`src/rtl/eq_i2c_pkg.sv`:
```
// Shared types and constants for the equalizer gain-programming I2C master.
package eq_i2c_pkg;

    typedef enum logic [2:0] {
        IDLE,
        START,
        BYTE,
        ACK,
        STOP
    } i2c_state_e;

    localparam logic [6:0] EQ_SLAVE_ADDR    = 7'h6A;
    localparam logic [7:0] EQ_GAIN_REG_BASE = 8'h01;
    localparam int         EQ_NUM_BANDS     = 10;

endpackage

```
`src/rtl/i2c_quarter_tick.sv`:
```
// Quarter-SCL-period tick generator; held at zero while disabled so every
// transaction starts on a fresh quarter boundary.
module i2c_quarter_tick #(
    parameter int CLK_DIV = 5
) (
    input  logic clk,
    input  logic rst,
    input  logic en,
    output logic tick
);

    localparam int              CW   = (CLK_DIV > 1) ? $clog2(CLK_DIV) : 1;
    localparam logic [CW-1:0]   LAST = CW'(CLK_DIV - 1);

    logic [CW-1:0] cnt;

    // Free-running modulo-CLK_DIV counter while enabled, cleared otherwise
    always_ff @(posedge clk) begin
        if (rst || !en)
            cnt <= '0;
        else if (cnt == LAST)
            cnt <= '0;
        else
            cnt <= cnt + CW'(1);
    end

    assign tick = en && (cnt == LAST);

endmodule

```
`src/rtl/i2c_gain_master.sv`:
```
// Write-only I2C master: snapshots the band gains and sends them to the
// equalizer slave as one auto-increment burst (addr, pointer, gains, STOP).
module i2c_gain_master
    import eq_i2c_pkg::*;
#(
    parameter int         CLK_DIV    = 5,
    parameter logic [6:0] SLAVE_ADDR = EQ_SLAVE_ADDR,
    parameter logic [7:0] START_REG  = EQ_GAIN_REG_BASE,
    parameter int         NUM_GAINS  = EQ_NUM_BANDS
) (
    input  logic                   clk,
    input  logic                   rst,
    input  logic                   start,
    input  logic [8*NUM_GAINS-1:0] gain_data,
    output logic                   busy,
    output logic                   done,
    output logic                   ack_error,
    output logic                   scl_out,
    output logic                   sda_oe,
    input  logic                   sda_in
);

    localparam logic [7:0] ADDR_BYTE = {SLAVE_ADDR, 1'b0};
    localparam logic [3:0] LAST_BYTE = 4'(NUM_GAINS + 1);

    i2c_state_e             state, nxt_state;
    logic [1:0]             quarter;
    logic [2:0]             bit_cnt;
    logic [3:0]             byte_cnt;
    logic [7:0]             shreg;
    logic [7:0]             nxt_byte;
    logic [8*NUM_GAINS-1:0] gains_q;
    logic                   tick;
    logic                   accept;

    assign busy = (state != IDLE);

    i2c_quarter_tick #(.CLK_DIV(CLK_DIV)) u_tick (
        .clk  (clk),
        .rst  (rst),
        .en   (busy),
        .tick (tick)
    );

    // Byte that follows the one just acknowledged: pointer after the address,
    // then gains in ascending band order
    always_comb begin
        nxt_byte = START_REG;
        for (int k = 0; k < NUM_GAINS; k++) begin
            if (byte_cnt == 4'(k + 1))
                nxt_byte = gains_q[8*k +: 8];
        end
    end

    // State register
    always_ff @(posedge clk) begin
        if (rst)
            state <= IDLE;
        else
            state <= nxt_state;
    end

    // Next-state logic and bus pin levels per quarter
    always_comb begin
        nxt_state = state;
        scl_out   = 1'b1;
        sda_oe    = 1'b0;
        accept    = 1'b0;
        case (state)
            IDLE: begin
                // done still high means we left STOP this cycle; let it drop first
                if (start && !done) begin
                    accept    = 1'b1;
                    nxt_state = START;
                end
            end
            START: begin
                scl_out = (quarter != 2'd3);
                sda_oe  = (quarter >= 2'd2);
                if (tick && quarter == 2'd3)
                    nxt_state = BYTE;
            end
            BYTE: begin
                scl_out = quarter[1];
                sda_oe  = ~shreg[7];
                if (tick && quarter == 2'd3 && bit_cnt == 3'd7)
                    nxt_state = ACK;
            end
            ACK: begin
                scl_out = quarter[1];
                if (tick && quarter == 2'd3) begin
                    if (ack_error || byte_cnt == LAST_BYTE)
                        nxt_state = STOP;
                    else
                        nxt_state = BYTE;
                end
            end
            STOP: begin
                scl_out = (quarter != 2'd0);
                sda_oe  = (quarter <= 2'd1);
                if (tick && quarter == 2'd3)
                    nxt_state = IDLE;
            end
            default: nxt_state = IDLE;
        endcase
    end

    // Quarter/bit/byte counters, shift register, snapshot and status flags
    always_ff @(posedge clk) begin
        if (rst) begin
            quarter   <= '0;
            bit_cnt   <= '0;
            byte_cnt  <= '0;
            shreg     <= '0;
            gains_q   <= '0;
            ack_error <= 1'b0;
            done      <= 1'b0;
        end else begin
            done <= 1'b0;
            if (accept) begin
                gains_q   <= gain_data;
                ack_error <= 1'b0;
                quarter   <= '0;
                bit_cnt   <= '0;
                byte_cnt  <= '0;
            end else if (tick) begin
                quarter <= quarter + 2'd1;
                case (state)
                    START: if (quarter == 2'd3) shreg <= ADDR_BYTE;
                    BYTE: begin
                        if (quarter == 2'd3) begin
                            shreg   <= {shreg[6:0], 1'b0};
                            bit_cnt <= bit_cnt + 3'd1;
                        end
                    end
                    ACK: begin
                        // slave holds its ACK while SCL is high; sample at end of Q2
                        if (quarter == 2'd2 && sda_in)
                            ack_error <= 1'b1;
                        if (quarter == 2'd3) begin
                            byte_cnt <= byte_cnt + 4'd1;
                            shreg    <= nxt_byte;
                        end
                    end
                    STOP: if (quarter == 2'd3) done <= 1'b1;
                    default: ;
                endcase
            end
        end
    end

endmodule

```
`config.mk`:
```
export PLATFORM = sky130hd
export DESIGN_NAME = i2c_gain_master
export DESIGN_NICKNAME = d
export VERILOG_FILES = /design/src/rtl/eq_i2c_pkg.sv /design/src/rtl/i2c_quarter_tick.sv /design/src/rtl/i2c_gain_master.sv
export SDC_FILE = /design/constraint.sdc
export NUM_CORES = 1
export LEC_CHECK = 0
export CAP_MARGIN = 30
export CORE_ASPECT_RATIO = 0.75
export CORE_MARGIN = 5
export CORE_UTILIZATION = 40
export CTS_CLUSTER_DIAMETER = 30
export CTS_CLUSTER_SIZE = 14
export DETAILED_ROUTE_END_ITERATION = 12
export RECOVER_POWER = 100
export SETUP_SLACK_MARGIN = 0.05
export SYNTH_ARGS = -nofsm -noshare
export SYNTH_HDL_FRONTEND = slang
export SYNTH_HIERARCHICAL = 1
export SYNTH_SLANG_ARGS = --single-unit
```
`constraint.sdc`:
```
create_clock -name clk -period 3.37 [get_ports clk]
set_input_delay 0.5055 -clock clk [delete_from_list [all_inputs] [get_ports clk]]
set_output_delay 0.5055 -clock clk [all_outputs]
set_load 0.02 [all_outputs]
```
## Yosys cells after proc, flatten, opt, wreduce, memory -nomap -nowiden

Index checks and enable logic that the tools add are counted.

- Bits in registers: 105
- Input port bits: 84
- Output and inout bits: 5
- Logic and storage cells: 95

- Add/subtract/negate cells: 4
- Magnitude comparators: 2
- Eq/ne operators: 28
- Muxes and demuxes: 26
- Bitwise logic cells: 4
- Reduce and logical (&&, ||, !) cells: 22

Operator list:

| operator | number |
|---|---|
| $mux 8 | 13 |
| $pmux 8 s3 | 1 |
| $mux 3 | 6 |
| $ne 2x2->1 const B | 9 |
| $eq 4x3->1 const B | 4 |
| $eq 4x4->1 const B | 4 |
| $pmux 3 s5 | 1 |
| $eq 3x3->1 const B | 3 |
| $reduce_and 3->1 | 3 |
| $eq 4x2->1 const B | 2 |
| $add 3x1->3 const B | 2 |
| $eq 3x2->1 const B | 2 |
| $pmux 1 s3 | 2 |
| $reduce_and 6->1 | 1 |
| $reduce_bool 3->1 | 2 |
| $reduce_or 2->1 | 3 |
| $logic_and 1x1->1 | 5 |
| $reduce_and 5->1 | 1 |
| $add 4x1->4 const B | 1 |
| $eq 2x2->1 const B | 2 |
| $eq 4x1->1 const B | 1 |
| $not 1->1 | 4 |
| $reduce_or 4->1 | 1 |
| $eq 3x1->1 const B | 1 |
| other kinds (8) | 12 |

## Depth between registers and ports, before layout

- Depth in word-level cells: 13
- Gate-level depth with buffers: 9
- Depth with buffers taken out: 8

## Modules after synthesis

Netlist, hierarchy kept.

By module, submodules not included:

| module | instances | cells an instance | area each (µm²) | seq. area each (µm²) |
|---|---|---|---|---|
| i2c_gain_master | 1 | 635 | 4,752.1 | 2,042.0 |
| i2c_quarter_tick | 1 | 15 | 150.1 | 60.1 |

## Least setup slack after synthesis

OpenSTA, ideal clock, no wires.

- Path type: register -> register
- Start point: register state[0]
- End point: register shreg[4]
- Library setup time: 0.074 ns
- Arrival time: 2.049 ns
- Required time: 3.296 ns
- Setup slack: 1.246 ns
- Cell stages (with the launch flop): 9
- Buffers on the path: 1
- Clock period less this slack: 2.124 ns
- Cells stage by stage: dfxtp_1 -> buf_2 -> or3_1 -> and3_1 -> and3b_1 -> nand2_1 -> a21oi_1 -> a211o_1 -> a31oi_1

- Elaborated cells on any way between the ends: 14
- Classes of those cells: eq/ne: 6; mux: 2; bitwise: 1; reduce/logical: 5

RTL lines:

| element | line | source |
|---|---|---|
| start: declaration | i2c_gain_master.sv:26 | `i2c_state_e state, nxt_state;` |
| start signal: assignment | i2c_gain_master.sv:60 | `state <= nxt_state;` |
| $reduce_bool 3->1 | i2c_gain_master.sv:36 | `assign busy = (state != IDLE);` |
| via busy | i2c_gain_master.sv:15 | `output logic busy,` |
| $logic_and 1x1->1 | i2c_quarter_tick.sv:27 | `assign tick = en && (cnt == LAST);` |
| via tick | i2c_gain_master.sv:33 | `logic tick;` |
| $reduce_and 6->1 (no line) | - |  |
| end signal: assignment | i2c_gain_master.sv:132 | `shreg <= {shreg[6:0], 1'b0};` |
| end signal: assignment | i2c_gain_master.sv:142 | `shreg <= nxt_byte;` |
| end: declaration | i2c_gain_master.sv:30 | `logic [7:0] shreg;` |

The timed path passes the listed nets, and every way through them passes these cells.
A chain may end at the register's enable or synchronous reset.

## Final worst setup path

- Start point: register state[1]
- End point: output sda_oe

- Longest elaborated chain between the ends: 2
- Elaborated cells on any way between the ends: 4
- Classes of those cells: eq/ne: 3; mux: 1

RTL lines:

| element | line | source |
|---|---|---|
| $eq 3x3->1, or another cell as far along | i2c_gain_master.sv:69 | `case (state)` |
| $pmux 1 s3 * | i2c_gain_master.sv:69 |  |
| end: declaration | i2c_gain_master.sv:19 | `output logic sda_oe,` |

Mark *: on every way between the ends. The rest lies on a longest branch, timed or not.

==> qor.csv <==
stage,metric,value,unit
placement,hpwl,9850,um
yosys,yosys_warnings,6,
yosys,ys_seq_area_share,42.9,%
yosys,syn-num-nets,746,
sta,finalClockSkew,9.33,ps
sta,setup_viol,0,
yosys,synth_area,4900,um2
routing,avgViaCountPerCell,5.29,
global_routing,grt_max_degree,59,
floorplanning,start_util,40.4,%
global_routing,antenna_found_initial,0,
routing,antenna_left,0,
routing,routed_wl,13600,um
pwr,power_frac_clock,37.7,%
yosys,syn_avg_cell_area,7.54,um2
flow_run,cap_violations,1,
sta,fin_crit_sh,83.6,%
clock_network,post_cts_buffers,0,
pwr,power.density,434,nW/um2
finish,antennaDiodeCount,0,
hold_path,hp-class,flip-flop to flip-flop,
finish,final_common_cell,nand2_1,
worst_setup_path,cpPeakStageDelay,700,ps
finish,fin_util,50.1,%
yosys,ys_async_sr_fraction,0,%
pwr,internal-power,0.00196,W
finish,seqCellArea,2100,um2
sta,setup_tns,0,ps
sta,relSlewSlack,-28.5,%
routing,drt_iter0_markers,401,
pwr,power_frac_comb,11.2,%
clock_network,ctsHtreeMaxLevel,3,
placement,postPlaceCellArea,5820,um2
worst_setup_path,worstPathRequired,2860,ps
hold_path,min_path_cells,2,
sta,tightest_slew,1930,ps
pwr,finalPower,0.00263,W
routing,route.vias.total,4636,
clock_network,root_buffer,clkbuf_16,
worst_setup_path,r2r_start,state[0],
worst_setup_path,critical_path_peak_fanout,13,
pwr,p_seq_share,51.1,%
floorplanning,placementRows,35,
clock_network,path_clk_slew,70,ps
clock_network,hold_buffers,0,
finish,final_area,6080,um2
worst_setup_path,crit_chain,inv_1 -> nor3_1 -> a211oi_1 -> a21oi_1 -> dlygate4sd3_1,
yosys,yosys-top-cells-area,"dfxtp_1 (43%), nand2_1 (15%), a21oi_1 (11%)",
sta,fin_crit,2820,ps
clock_network,cts_max_path_buffers,2,
worst_setup_path,r2r-end,shreg[4],
hold_path,holdPathEnd,gains_q[77],
finish,fillCellCount,1211,
worst_setup_path,end_kind,output port,
placement,io_buffers,88,
floorplanning,io_pins,89,
worst_setup_path,cp_slowest_cell,dlygate4sd3_1,
status,violations,"max-capacitance violations, max-slew violations",
placement,gp_congestion,0.830,
yosys,synthCells,650,
sta,hold_viol,0,
worst_setup_path,arrival,2310,ps
worst_setup_path,cp-start-kind,flip-flop,
yosys,synth_flop_cell,dfxtp_1,
yosys,synth_edf_count,0,
global_routing,grt-ovfl-total,0,
finish,drive_gt1_share,3.66,%
pwr,p_sw_share,25.6,%
pwr,leakagePower,2.24,nW
clock_network,ctsResizeCount,0,
floorplanning,fp.dieW,138,um
clock_network,cts_buffers,9,
yosys,yosysTopAreaCell,dfxtp_1,
sta,fmax,355,MHz
pwr,p_sw,0.000675,W
finish,fin_nets,803,
yosys,synth_cell_types,49,
yosys,ys_seq_elements,105,
clock_network,cts_tree,built,
worst_setup_path,reg2regPathDepth,7,
floorplanning,die_h,106,um
worst_setup_path,worstSetupPathType,flip-flop to output port,
global_routing,grt_pass1_wl,22000,um
routing,drc,0,
sta,rsz0062_at_grt,false,
floorplanning,dieArea,14600,um2
floorplanning,coreArea,12100,um2
clock_network,clkSinkCount,105,
status,outcome,"finished, violations left",
global_routing,track_usage,18.9,%
yosys,synth_top_area_share,42.9,%
finish,area_growth_syn_to_layout,23.9,%
pwr,peakVddDrop,0.250,mV
routing,wire_per_inst,15.5,um
routing,firstDrtPassIters,5,
sta,hold_slack,457,ps
clock_network,insertion_delay,350,ps
finish,multi_input_area,2500,um2
global_routing,grt_pass1_vias,4314,
sta,finalMaxSlewViolations,44,
hold_path,worstHoldStart,gains_q[77],
worst_setup_path,rrSetupSlack,560,ps
finish,mostFrequentLayoutCells,"nand2_1 (198), a21oi_1 (109), dfxtp_1 (105)",
==> synth_stat cells (5+ instances only) <==
| cell type | count |
|---|---|
| nand3b_1 | 5 |
| ha_1 | 12 |
| nor2_1 | 34 |
| dfxtp_1 | 105 |
| nor2b_1 | 5 |
| a211oi_1 | 8 |
| buf_2 | 20 |
| a21oi_1 | 109 |
| o21ai_0 | 24 |
| nand3_1 | 6 |
| clkbuf_1 | 16 |
| nand2_1 | 198 |
| buf_4 | 10 |
| a2111oi_0 | 8 |
| nand2b_1 | 15 |
| inv_1 | 11 |
==> power groups by stage <==
stage          Sequential (W)  Combinational [W]  Clock (W)
2_1_floorplan         0.00135           0.000166          0
3_3_place_gp          0.00137           0.000293          0
3_5_place_dp          0.00137           0.000298          0
4_1_cts               0.00135           0.000300    0.00101
5_1_grt               0.00135           0.000329    0.00108
6_report              0.00135           0.000294   0.000993
==> registers in the layout (all words and copies together), names as in the netlist <==
name        flops
gains_q        80
done            1
bit_cnt         3
byte_cnt        4
u_tick/cnt      3
shreg           8
state           3
ack_error       1
quarter         2
==> layout make-up <==
class                   count  share of cell area, %
inverters                  11                  0.680
flip-flops and latches    105                   34.6
clock inverters             6                  0.844
well taps                 166                   3.42
multi-input cells         485                   41.2
clock buffers               9                   3.71
repair buffers             95                   15.6
==> routing by layer <==
layer	global-route usage, %	share of wire (%)	vias up
met1	28.9	51	2154
met5	0	0	-
met3	4.48	6.8	17
met2	26.7	41	156
li1	-	-	2309
met4	4.09	1.1	0
==> per-stage QoR <==
stage,setup WS [ps],instances
after floorplan,1250,650
after global placement,920,862
after detailed placement,868,862
after CTS,641,877
after global routing,262,877
final,552,877
==> kinds of logic (layout without fill, tap and decap cells) <==
logic type / Yosys count / count (layout) / share of synthesized area, %
buf+inv: 60 / 121 / 6.02
compound gates: 180 / 180 / 21.3
flops: 105 / 105 / 42.9
mux: 4 / 4 / 0.817
simple gates: 284 / 284 / 25.0
fa+ha+maj: 12 / 12 / 3.06
xor+xnor: 5 / 5 / 0.893
==> critical path: cells and delay by family (launching register included) <==
kind,cells,cell delay (ps)
buffers and inverters,2,880
AO/OA/AOI/OAI,2,250
flip-flops,1,590
AND/OR/NAND/NOR,1,250
==> how the worst max path moves through the flow <==
stage	startpoint	end	slack (ps)	depth (start not counted)
6_report	state[1]	sda_oe	550	5
5_1_grt	state[0]	shreg[4]	260	7
4_1_cts	state[1]	sda_oe	640	5
3_5_place_dp	start	gains_q[52]	870	6
3_3_place_gp	start	gains_q[52]	920	6
2_1_floorplan	state[0]	shreg[4]	1250	8
No activity file was read; power rests on OpenSTA's default activity.
